$ cat src/rtl/unidad_control_multiciclo_pkg.sv
// Shared encodings for the RV32I multicycle controller: opcodes, ALU operations,
// datapath select codes and FSM state codes.
package unidad_control_multiciclo_pkg;

   localparam logic [6:0] OPC_LOAD     = 7'b0000011;
   localparam logic [6:0] OPC_MISC_MEM = 7'b0001111;
   localparam logic [6:0] OPC_OP_IMM   = 7'b0010011;
   localparam logic [6:0] OPC_AUIPC    = 7'b0010111;
   localparam logic [6:0] OPC_STORE    = 7'b0100011;
   localparam logic [6:0] OPC_OP       = 7'b0110011;
   localparam logic [6:0] OPC_LUI      = 7'b0110111;
   localparam logic [6:0] OPC_BRANCH   = 7'b1100011;
   localparam logic [6:0] OPC_JALR     = 7'b1100111;
   localparam logic [6:0] OPC_JAL      = 7'b1101111;
   localparam logic [6:0] OPC_SYSTEM   = 7'b1110011;

   localparam logic [2:0] F3_WORD = 3'b010;

   typedef enum logic [3:0] {
      ALU_ADD  = 4'd0,
      ALU_SUB  = 4'd1,
      ALU_SLL  = 4'd2,
      ALU_SLT  = 4'd3,
      ALU_SLTU = 4'd4,
      ALU_XOR  = 4'd5,
      ALU_SRL  = 4'd6,
      ALU_SRA  = 4'd7,
      ALU_OR   = 4'd8,
      ALU_AND  = 4'd9
   } alu_op_e;

   localparam logic [1:0] PC_SRC_ALU    = 2'b00;
   localparam logic [1:0] PC_SRC_ALUOUT = 2'b01;
   localparam logic [1:0] PC_SRC_JALR   = 2'b10;

   localparam logic [1:0] WB_ALUOUT = 2'b00;
   localparam logic [1:0] WB_MEM    = 2'b01;
   localparam logic [1:0] WB_PC     = 2'b10;
   localparam logic [1:0] WB_IMM    = 2'b11;

   localparam logic [1:0] A_RS1   = 2'b00;
   localparam logic [1:0] A_PC    = 2'b01;
   localparam logic [1:0] A_OLDPC = 2'b10;

   localparam logic [1:0] B_RS2  = 2'b00;
   localparam logic [1:0] B_IMM  = 2'b01;
   localparam logic [1:0] B_FOUR = 2'b10;

   typedef enum logic [3:0] {
      ST_FETCH    = 4'd0,
      ST_DECODE   = 4'd1,
      ST_EXEC_R   = 4'd2,
      ST_EXEC_I   = 4'd3,
      ST_ALU_WB   = 4'd4,
      ST_MEM_ADDR = 4'd5,
      ST_MEM_RD   = 4'd6,
      ST_MEM_WB   = 4'd7,
      ST_MEM_WR   = 4'd8,
      ST_BRANCH   = 4'd9,
      ST_JAL      = 4'd10,
      ST_JALR     = 4'd11,
      ST_UPPER    = 4'd12,
      ST_HALT     = 4'd13
   } state_e;

endpackage

$ cat src/rtl/unidad_control_multiciclo_alu_op_decoder.sv
// Maps Funct3/Funct7_5 to an ALU operation; Funct7_5 only selects SUB on
// register-register ops, while it selects SRA/SRAI on both instruction forms.
module alu_op_decoder
   import unidad_control_multiciclo_pkg::*;
(
   input  logic [2:0] funct3_i,
   input  logic       funct7_5_i,
   input  logic       is_rtype_i,
   output alu_op_e    alu_op_o
);

   always_comb begin
      alu_op_o = ALU_ADD;
      case (funct3_i)
         3'b000: alu_op_o = (is_rtype_i && funct7_5_i) ? ALU_SUB : ALU_ADD;
         3'b001: alu_op_o = ALU_SLL;
         3'b010: alu_op_o = ALU_SLT;
         3'b011: alu_op_o = ALU_SLTU;
         3'b100: alu_op_o = ALU_XOR;
         3'b101: alu_op_o = funct7_5_i ? ALU_SRA : ALU_SRL;
         3'b110: alu_op_o = ALU_OR;
         3'b111: alu_op_o = ALU_AND;
         default: alu_op_o = ALU_ADD;
      endcase
   end

endmodule

$ cat src/rtl/unidad_control_multiciclo.sv
// Multicycle control FSM for the RV32I core: sequences the shared datapath and
// the single-port memory, one state per cycle, outputs decoded from the state.
//
//  state     | meaning
//  FETCH     | read IR from mem[PC], PC <= PC+4, OldPC <= PC
//  DECODE    | ALUOut <= OldPC+imm (branch/jump/AUIPC target), dispatch on opcode
//  EXEC_R    | rs1 op rs2
//  EXEC_I    | rs1 op imm
//  ALU_WB    | rd <= ALUOut
//  MEM_ADDR  | ALUOut <= rs1+imm, only word accesses accepted
//  MEM_RD    | memory addressed by ALUOut
//  MEM_WB    | rd <= memory data
//  MEM_WR    | memory write strobe for one cycle
//  BRANCH    | compare rs1/rs2, PC <= ALUOut when taken
//  JAL       | rd <= PC, PC <= ALUOut
//  JALR      | rd <= PC, PC <= (rs1+imm) & ~1
//  UPPER     | rd <= imm (LUI) or ALUOut (AUIPC)
//  HALT      | stopped until Reset
module unidad_control_multiciclo
   import unidad_control_multiciclo_pkg::*;
#(
   parameter int STATE_W  = 4,
   parameter int ALU_OP_W = 4
)(
   input  logic                Clk,
   input  logic                Reset,
   input  logic [6:0]          Opcode,
   input  logic [2:0]          Funct3,
   input  logic                Funct7_5,
   input  logic                Zero,
   input  logic                Lt,
   input  logic                Ltu,
   output logic                Pc_We,
   output logic [1:0]          Pc_Src,
   output logic                Ir_We,
   output logic                Addr_Sel,
   output logic                We,
   output logic                Reg_We,
   output logic [1:0]          Wb_Sel,
   output logic [1:0]          Alu_A_Sel,
   output logic [1:0]          Alu_B_Sel,
   output logic [ALU_OP_W-1:0] Alu_Op,
   output logic                Halted,
   output logic                Illegal,
   output logic [STATE_W-1:0]  State_Dbg
);

   state_e  state_q, state_d;
   logic    illegal_q, illegal_d;
   alu_op_e dec_op;
   alu_op_e alu_op;
   logic    taken;

   alu_op_decoder u_alu_op_decoder (
      .funct3_i   (Funct3),
      .funct7_5_i (Funct7_5),
      .is_rtype_i (state_q == ST_EXEC_R),
      .alu_op_o   (dec_op)
   );

   always_comb begin
      taken = 1'b0;
      case (Funct3)
         3'b000: taken = Zero;
         3'b001: taken = ~Zero;
         3'b100: taken = Lt;
         3'b101: taken = ~Lt;
         3'b110: taken = Ltu;
         3'b111: taken = ~Ltu;
         default: taken = 1'b0;
      endcase
   end

   always_comb begin
      state_d   = state_q;
      illegal_d = illegal_q;
      case (state_q)
         ST_FETCH: state_d = ST_DECODE;
         ST_DECODE: begin
            case (Opcode)
               OPC_OP:               state_d = ST_EXEC_R;
               OPC_OP_IMM:           state_d = ST_EXEC_I;
               OPC_LOAD, OPC_STORE:  state_d = ST_MEM_ADDR;
               OPC_BRANCH:           state_d = ST_BRANCH;
               OPC_JAL:              state_d = ST_JAL;
               OPC_JALR:             state_d = ST_JALR;
               OPC_LUI, OPC_AUIPC:   state_d = ST_UPPER;
               OPC_MISC_MEM:         state_d = ST_FETCH;
               OPC_SYSTEM:           state_d = ST_HALT;
               default: begin
                  state_d   = ST_HALT;
                  illegal_d = 1'b1;
               end
            endcase
         end
         ST_EXEC_R, ST_EXEC_I: state_d = ST_ALU_WB;
         ST_MEM_ADDR: begin
            if (Funct3 != F3_WORD) begin
               state_d   = ST_HALT;
               illegal_d = 1'b1;
            end else if (Opcode == OPC_LOAD) begin
               state_d = ST_MEM_RD;
            end else begin
               state_d = ST_MEM_WR;
            end
         end
         ST_MEM_RD: state_d = ST_MEM_WB;
         ST_BRANCH: begin
            if (Funct3 == 3'b010 || Funct3 == 3'b011) begin
               state_d   = ST_HALT;
               illegal_d = 1'b1;
            end else begin
               state_d = ST_FETCH;
            end
         end
         ST_HALT: state_d = ST_HALT;
         default: state_d = ST_FETCH;
      endcase
   end

   always_ff @(posedge Clk) begin
      if (Reset) begin
         state_q   <= ST_FETCH;
         illegal_q <= 1'b0;
      end else begin
         state_q   <= state_d;
         illegal_q <= illegal_d;
      end
   end

   // Reset masks every output so an aborted instruction leaves no partial write.
   always_comb begin
      Pc_We     = 1'b0;
      Pc_Src    = PC_SRC_ALU;
      Ir_We     = 1'b0;
      Addr_Sel  = 1'b0;
      We        = 1'b0;
      Reg_We    = 1'b0;
      Wb_Sel    = WB_ALUOUT;
      Alu_A_Sel = A_RS1;
      Alu_B_Sel = B_RS2;
      alu_op    = ALU_ADD;
      Halted    = 1'b0;
      if (!Reset) begin
         case (state_q)
            ST_FETCH: begin
               Ir_We     = 1'b1;
               Alu_A_Sel = A_PC;
               Alu_B_Sel = B_FOUR;
               Pc_We     = 1'b1;
            end
            ST_DECODE: begin
               Alu_A_Sel = A_OLDPC;
               Alu_B_Sel = B_IMM;
            end
            ST_EXEC_R: alu_op = dec_op;
            ST_EXEC_I: begin
               Alu_B_Sel = B_IMM;
               alu_op    = dec_op;
            end
            ST_ALU_WB:   Reg_We = 1'b1;
            ST_MEM_ADDR: Alu_B_Sel = B_IMM;
            ST_MEM_RD:   Addr_Sel = 1'b1;
            ST_MEM_WB: begin
               Addr_Sel = 1'b1;
               Reg_We   = 1'b1;
               Wb_Sel   = WB_MEM;
            end
            ST_MEM_WR: begin
               Addr_Sel = 1'b1;
               We       = 1'b1;
            end
            ST_BRANCH: begin
               alu_op = ALU_SUB;
               if (taken) begin
                  Pc_We  = 1'b1;
                  Pc_Src = PC_SRC_ALUOUT;
               end
            end
            ST_JAL: begin
               Reg_We = 1'b1;
               Wb_Sel = WB_PC;
               Pc_We  = 1'b1;
               Pc_Src = PC_SRC_ALUOUT;
            end
            ST_JALR: begin
               Alu_B_Sel = B_IMM;
               Reg_We    = 1'b1;
               Wb_Sel    = WB_PC;
               Pc_We     = 1'b1;
               Pc_Src    = PC_SRC_JALR;
            end
            ST_UPPER: begin
               Reg_We = 1'b1;
               Wb_Sel = (Opcode == OPC_LUI) ? WB_IMM : WB_ALUOUT;
            end
            ST_HALT: Halted = 1'b1;
            default: ;
         endcase
      end
   end

   assign Alu_Op    = ALU_OP_W'(alu_op);
   assign Illegal   = illegal_q;
   assign State_Dbg = STATE_W'(state_q);

endmodule

$ cat config.mk
export PLATFORM = sky130hd
export DESIGN_NAME = unidad_control_multiciclo
export DESIGN_NICKNAME = d
export VERILOG_FILES = /design/src/rtl/unidad_control_multiciclo_pkg.sv /design/src/rtl/unidad_control_multiciclo_alu_op_decoder.sv /design/src/rtl/unidad_control_multiciclo.sv
export SDC_FILE = /design/constraint.sdc
export NUM_CORES = 1
export LEC_CHECK = 0
export ABC_AREA = 1
export BUFFER_PORTS_ARGS = -buffer_cell sky130_fd_sc_hd__buf_4
export CAP_MARGIN = 20
export CORE_MARGIN = 2
export CORE_UTILIZATION = 46
export DETAILED_ROUTE_END_ITERATION = 7
export PLACE_DENSITY = 0.77
export SLEW_MARGIN = 20
export SYNTH_ARGS = -nofsm -noshare
export SYNTH_HDL_FRONTEND = slang
export SYNTH_HIERARCHICAL = 1
export SYNTH_SLANG_ARGS = --single-unit
$ cat constraint.sdc
create_clock -name Clk -period 2.29 [get_ports Clk]
set_input_delay 0.1145 -clock Clk [delete_from_list [all_inputs] [get_ports Clk]]
set_output_delay 0.1145 -clock Clk [all_outputs]
set_load 0.01 [all_outputs]
==> qor.yml, run 1 <==
timing:
  maxSlewViolCount: 0
  hold_violations: 0
  max_freq_mhz: 574
  rsz0062_at_grt: "no"
  final.setup.worst_slack_ns: 0.547
  clock-skew-final_ns: 0.00651
  max-slew-margin-rel_pct: 79.5
  period_share_pct: 76.1
  setup-violations-final: 0
  whs_ns: 0.137
  worst_pin_slew_ns: 0.308
  tns_ns: 0
  period_minus_slack_ns: 1.74
grt:
  grt_pass1_wl_um: 4540
  grt_pass1_vias: 1130
  antenna_found_initial: 0
  overflow: 0
  track_usage_pct: 23.6
  grt_max_degree: 15
setup_path:
  cp_slowest_cell: "dfxtp_1"
  end_kind: "output port"
  critPathMostFrequentCell: "nand2_1"
  critical_path_buf_inv_count: 2
  cp_data_arrival_time_ns: 1.63
  cp_slowest_stage_delay_ns: 0.37
  cp_data_required_time_ns: 2.18
  path_cells: "nor2_4 -> inv_1 -> nor2_1 -> nand2_1 -> nand2_1 -> nand2_1 -> nor2_1 -> nand3_1 -> a21oi_1 -> buf_4"
  start_kind: "flop"
  crit_fanout: 6
  worstRegToRegCells: 9
  critPathTopFamily: "simple AND/OR/NAND/NOR gates"
  critPathKind: "flop to output port"
  path_depth: 10
power_and_ir_drop:
  power.leakage_nw: 0.728
  irDropWorstVdd_mv: 0.363
  power_density_nw_per_um2: 676
final_layout:
  drive_above_1_share_pct: 26.5
  layout_common_cells: "nand2_1, buf_4, inv_1"
  diodes: 0
  layout.nets: 247
  syn_to_final_growth_pct: 33.8
  layout.cells.most_common: "nand2_1"
die:
  die_height_um: 49.0
  initial_utilization_pct: 48.1
  dieArea_um2: 2410
  core.rowCount: 16
  die_w_um: 49.0
  core_um2: 1940
  ios: 39
clocking:
  cts_resized: 0
  clkSinkCount: 5
  cts-root-buf: "clkbuf_4"
  cts_tree: "built"
  numCtsBuffers: 3
  clk_path_buf_depth: 2
  holdBufCountCts: 0
  cts_max_level: 1
  cts_setup_buffers: 0
  clk_pin_slew_ns: 0.05
  clk_latency_ns: 0.25
worst_hold_path:
  hp-class: "primary input to flop"
  whs_path_depth: 2
logic_synthesis:
  synth_top_area_cell: "nand2_1"
  ys_top_cells_by_area: "nand2_1, inv_1, nor2_1"
  synth_top_area_share_pct: 22.1
  synth_warnings: 6
  synthCells: 192
  post_synth_instance_area_um2: 933
  synth-seq-area-share_pct: 10.7
  ys_ff_latch: 5
  synth_area_per_cell_um2: 4.86
  synth_cell_types: 23
  syn_nets: 208
drt:
  drt_iter0_markers: 24
  num_vias: 1225
  wl_per_cell_um: 10.2
  drt-pass1-iter-count: 4
  drc: 0
  vias_per_cell: 4.77
  postRouteAntennaNets: 0
  drt-total-wl_um: 2630
placed_design:
  hpwlAfterDp_um: 2230
  numPortBuffers: 38
  dp_slack_ns: 0.815
  gp_congestion: 0.894
flow_run:
  drv_cap: 0
status:
  outcome: "finished clean"
## synthesized netlist by cell type
| cell type | n |
|---|---|
| a21oi_1 | 15 |
| a31oi_1 | 1 |
| buf_4 | 2 |
| buf_6 | 1 |
| clkbuf_1 | 1 |
| clkinv_2 | 1 |
| clkinv_4 | 1 |
| dfxtp_1 | 5 |
| inv_1 | 33 |
| inv_2 | 4 |
| nand2_1 | 55 |
| nand2_2 | 5 |
| nand2_4 | 1 |
| nand3_1 | 13 |
| nand3_2 | 1 |
| nor2_1 | 32 |
| nor2_2 | 5 |
| nor2_4 | 1 |
| nor3_1 | 3 |
| o211ai_1 | 1 |
| o21ai_0 | 9 |
| o21ai_2 | 1 |
| o22ai_1 | 1 |
## metrics by stage
step	cells	power [W]	cell area, µm²	util (%)
final	257	0.000845	1250	64.3
after global routing	257	0.000923	1250	64.3
after global placement	253	0.000730	1220	63.0
after CTS	257	0.000847	1250	64.3
after floorplan	192	0.000532	933	-
after detailed placement	253	0.000734	1220	63.0
## flip-flops by register name (all words and copies together) (netlist names)
| name | flops |
|---|---|
| State_Dbg | 4 |
| Illegal | 1 |
## cell type report
| cell class | count | area (µm²) |
|---|---|---|
| Sequential cell | 5 | 100 |
| Clock buffer | 4 | 26.3 |
| Tap cell | 27 | 33.8 |
| Multi-Input combinational cell | 144 | 651 |
| Fill cell | 223 | 693 |
| Timing Repair Buffer | 38 | 285 |
| Inverter | 39 | 153 |
## worst paths after layout
| check | from | to | slack [ns] |
|---|---|---|---|
| max reg2reg | State_Dbg[1]$_SDFF_PP0_ | State_Dbg[2]$_SDFF_PP0_ | 0.94 |
| max | State_Dbg[2]$_SDFF_PP0_ | Alu_Op[0] | 0.55 |
| min | Reset | State_Dbg[0]$_SDFF_PP0_ | 0.14 |
| min reg2reg | Illegal$_SDFFE_PP0P_ | Illegal$_SDFFE_PP0P_ | 0.45 |
## power breakdown
part           switching [W]  leakage, nW  internal (W)  total [W]
logic               0.000338        0.671      0.000231   0.000569
registers          0.0000479       0.0412      0.000118   0.000166
clock network      0.0000434       0.0150     0.0000663   0.000110
total               0.000430        0.728      0.000415   0.000845
## routing by layer
layer	GRT usage [%]	part of all wire (%)
met5	0	0
met4	10.0	1.1
met3	1.84	3.5
met2	41.6	49
met1	29.3	46
## worst reg2reg max path, stage by stage (launching register included)
cell and delay [ns]:
dfxtp_1 0.49, inv_2 0.08, nand2_4 0.11, clkinv_4 0.07, nand2_1 0.11, o21ai_2 0.07
inv_1 0.05, nand2_1 0.06, nor2_1 0.11, a21oi_1 0.08
## cells by family (layout without fill, tap and decap cells)
logic type	count (synthesis)	after routing	share of synthesized area, %
flip-flops	5	5	10.7
AO/OA/AOI/OAI	28	28	16.0
buffers and inverters	43	81	19.6
AND/OR/NAND/NOR	116	116	53.8
Power figures use the tool's default switching activity.
==> run 2, diff against run 1 <==
--- a/config.mk
+++ b/config.mk
@@ -8,10 +8,11 @@
 export ABC_AREA = 1
 export BUFFER_PORTS_ARGS = -buffer_cell sky130_fd_sc_hd__buf_4
 export CAP_MARGIN = 20
+export CORE_ASPECT_RATIO = 0.6
 export CORE_MARGIN = 2
-export CORE_UTILIZATION = 46
+export CORE_UTILIZATION = 43
 export DETAILED_ROUTE_END_ITERATION = 7
-export PLACE_DENSITY = 0.77
+export PLACE_DENSITY = 0.76
 export SLEW_MARGIN = 20
 export SYNTH_ARGS = -nofsm -noshare
 export SYNTH_HDL_FRONTEND = slang
==> constraint.sdc (replaced) <==
create_clock -name Clk -period 1.45 [get_ports Clk]
set_input_delay 0.0725 -clock Clk [delete_from_list [all_inputs] [get_ports Clk]]
set_output_delay 0.0725 -clock Clk [all_outputs]
set_load 0.01 [all_outputs]
==> run 2 against run 1 <==
  * The run now ends with setup timing left
  * First-iteration DRC count grew to 5.9 times the previous value
  * Sequential cell count unchanged
  * Non-clock buffer count up 6
  * Clock power is 50% higher
  * Design area rose by 8.6%
  * Worst setup slack got worse by 0.58 ns
  * Die area increased by 6.9%
  * Wire length rose by 5.7%
  * Sequential power increased by 70%
  * Clock-buffer cell count is the same
  * Critical path type unchanged
  * Highest routed layer is now met3
==> qor.yml, run 2 (synthesis gave the netlist of run 1 again) <==
grt:
  track_usage_pct: 22.6  # -1.0 points
  antenna_found_initial: 0  # unchanged
  overflow: 0  # unchanged
  grt_max_degree: 15  # unchanged
  grt_pass1_wl_um: 4330  # -4.6%
  grt_pass1_vias: 978  # -13%
die:
  die_height_um: 40.1  # -18%
  die_w_um: 64.2  # +31%
  initial_utilization_pct: 44.1  # -3.9 points
  ios: 39  # unchanged
  core_um2: 2110  # +8.9%
  core.rowCount: 13  # -3
  dieArea_um2: 2570  # +6.9%
setup_path:
  start_kind: "flop"
  critical_path_buf_inv_count: 2  # unchanged
  critPathKind: "flop to output port"
  cp_data_arrival_time_ns: 1.41  # -0.22 ns
  end_kind: "output port"
  critPathTopFamily: "simple AND/OR/NAND/NOR gates"
  critPathMostFrequentCell: "nand2_1"
  cp_data_required_time_ns: 1.38  # -0.80 ns
  crit_fanout: 4  # -2
  path_cells: "nor2_4 -> inv_2 -> nor2_1 -> nand2_1 -> nand2_1 -> nand2_1 -> nor2_1 -> nand3_1 -> a21oi_2 -> buf_4"
  cp_slowest_cell: "dfxtp_4"
  cp_slowest_stage_delay_ns: 0.35  # -0.02 ns
timing:
  hold_violations: 0  # unchanged
  final.setup.worst_slack_ns: -0.0286  # -0.575 ns
  whs_ns: 0.119  # -0.0173 ns
  period_share_pct: 102
  setup-violations-final: 1  # +1
  max-slew-margin-rel_pct: 80.0  # +0.54 points
  period_minus_slack_ns: 1.48
  clock-skew-final_ns: 0.000277  # -0.00623 ns
  max_freq_mhz: 676
  maxSlewViolCount: 0  # unchanged
  rsz0062_at_grt: "yes"
  worst_pin_slew_ns: 0.299  # -0.00884 ns
drt:
  postRouteAntennaNets: 0  # unchanged
  num_vias: 1270  # +3.7%
  drt_iter0_markers: 141  # +490%
  drt-total-wl_um: 2780  # +5.7%
  wl_per_cell_um: 10.5  # +2.1%
  drt-pass1-iter-count: 4  # unchanged
  vias_per_cell: 4.77  # +0.17%
  drc: 0  # unchanged
final_layout:
  largest_reg_flops: 4  # unchanged
  layout.cells.most_common: "nand2_1"
  drive_above_1_share_pct: 34.3  # +7.8 points
  layout_common_cells: "nand2_1, buf_4, inv_1, nor2_1, a21oi_1"
  syn_to_final_growth_pct: 45.3
  diodes: 0  # unchanged
  layout.nets: 253  # +2.4%
clocking:
  clk_path_buf_depth: 2  # unchanged
  clkSinkCount: 5  # unchanged
  cts_max_level: 1  # unchanged
  numCtsBuffers: 3  # unchanged
  cts_tree: "built"
  clk_pin_slew_ns: 0.04  # about the same
  clk_latency_ns: 0.24  # about the same
  cts-root-buf: "clkbuf_4"
power_and_ir_drop:
  finalPower_w: 0.00162  # +92%
  p_sw_share_pct: 48.8  # -2.1 points
  power.leakage_nw: 0.767  # +5.3%
  power.switching_w: 0.000791  # +84%
  seqPwrFrac_pct: 17.4  # -2.2 points
  power_density_nw_per_um2: 1200  # +77%
  irDropWorstVdd_mv: 0.913  # +150%
  p_comb_share_pct: 72.4  # +5.0 points
  p_int_w: 0.000830  # +100%
  clock_power_share_pct: 10.1  # -2.9 points
placed_design:
  numPortBuffers: 38  # unchanged
  gp_congestion: 0.883  # -1.2%
  hpwlAfterDp_um: 2250  # +0.77%
worst_hold_path:
  hp-class: "primary input to flop"
flow_run:
  drv_cap: 0  # unchanged
status:
  violations: "setup timing"
  outcome: "complete, but fails checks"
==> run 2: worst paths after layout <==
check,start,to,slack [ns],cells past startpoint
worst max-delay path,State_Dbg[3]$_SDFF_PP0_,Alu_Op[0],-0.03,10
worst min-delay path,Reset,State_Dbg[0]$_SDFF_PP0_,0.12,2
worst min register to register,Illegal$_SDFFE_PP0P_,Illegal$_SDFFE_PP0P_,0.47,2
worst max register to register,State_Dbg[3]$_SDFF_PP0_,State_Dbg[2]$_SDFF_PP0_,0.20,9
==> run 2: worst reg2reg max path: cells and delay by family (launching register included) <==
| family | cells | cell delay [ns] |
|---|---|---|
| compound gates | 2 | 0.26 |
| buf+inv | 3 | 0.25 |
| flops | 1 | 0.37 |
| simple gates | 4 | 0.29 |
==> run 2: metal layers <==
metal	GRT usage [%]	wire, µm
met1	35.7	1520
met2	29.9	1040
met3	5.34	223
met4	3.19	0
met5	0	0
==> run 2: layout make-up <==
class                           instances  area [µm²]
Fill cell                             217         758
Multi-Input combinational cell        144         689
Timing Repair Buffer                   44         338
Inverter                               39         155
Sequential cell                         5         110
Tap cell                               30        37.5
Clock buffer                            4        26.3
==> run 2: stage by stage <==
step / area [µm²] / std cells / worst slack (ns) / setup TNS, ns / util [%]
after floorplan: 933 / 192 / 0.118 / 0 / -
after global placement: 1240 / 258 / 0.118 / 0 / 58.7
after detailed placement: 1240 / 258 / 0.0935 / 0 / 58.7
after CTS: 1300 / 264 / -0.0306 / -0.0306 / 61.4
after global routing: 1360 / 266 / -0.125 / -0.182 / 64.1
final: 1360 / 266 / -0.0286 / -0.0286 / 64.1
==> run 2: power groups by stage <==
stage	Clock [W]	Combinational, W	Sequential, W
CTS	0.000168	0.00100	0.000270
finish	0.000165	0.00117	0.000283
global route	0.000187	0.00129	0.000295
floorplan	0	0.000563	0.000277
detailed placement	0	0.000928	0.000263
global placement	0	0.000930	0.000259
==> run 2: timing repair <==
action	4_1_cts	5_1_grt
hold buffers	0	0
resized for setup	9	14
endpoints found under the setup margin	7	7
setup buffers	2	2
pin swaps	2	4
endpoints found under the hold margin	0	0
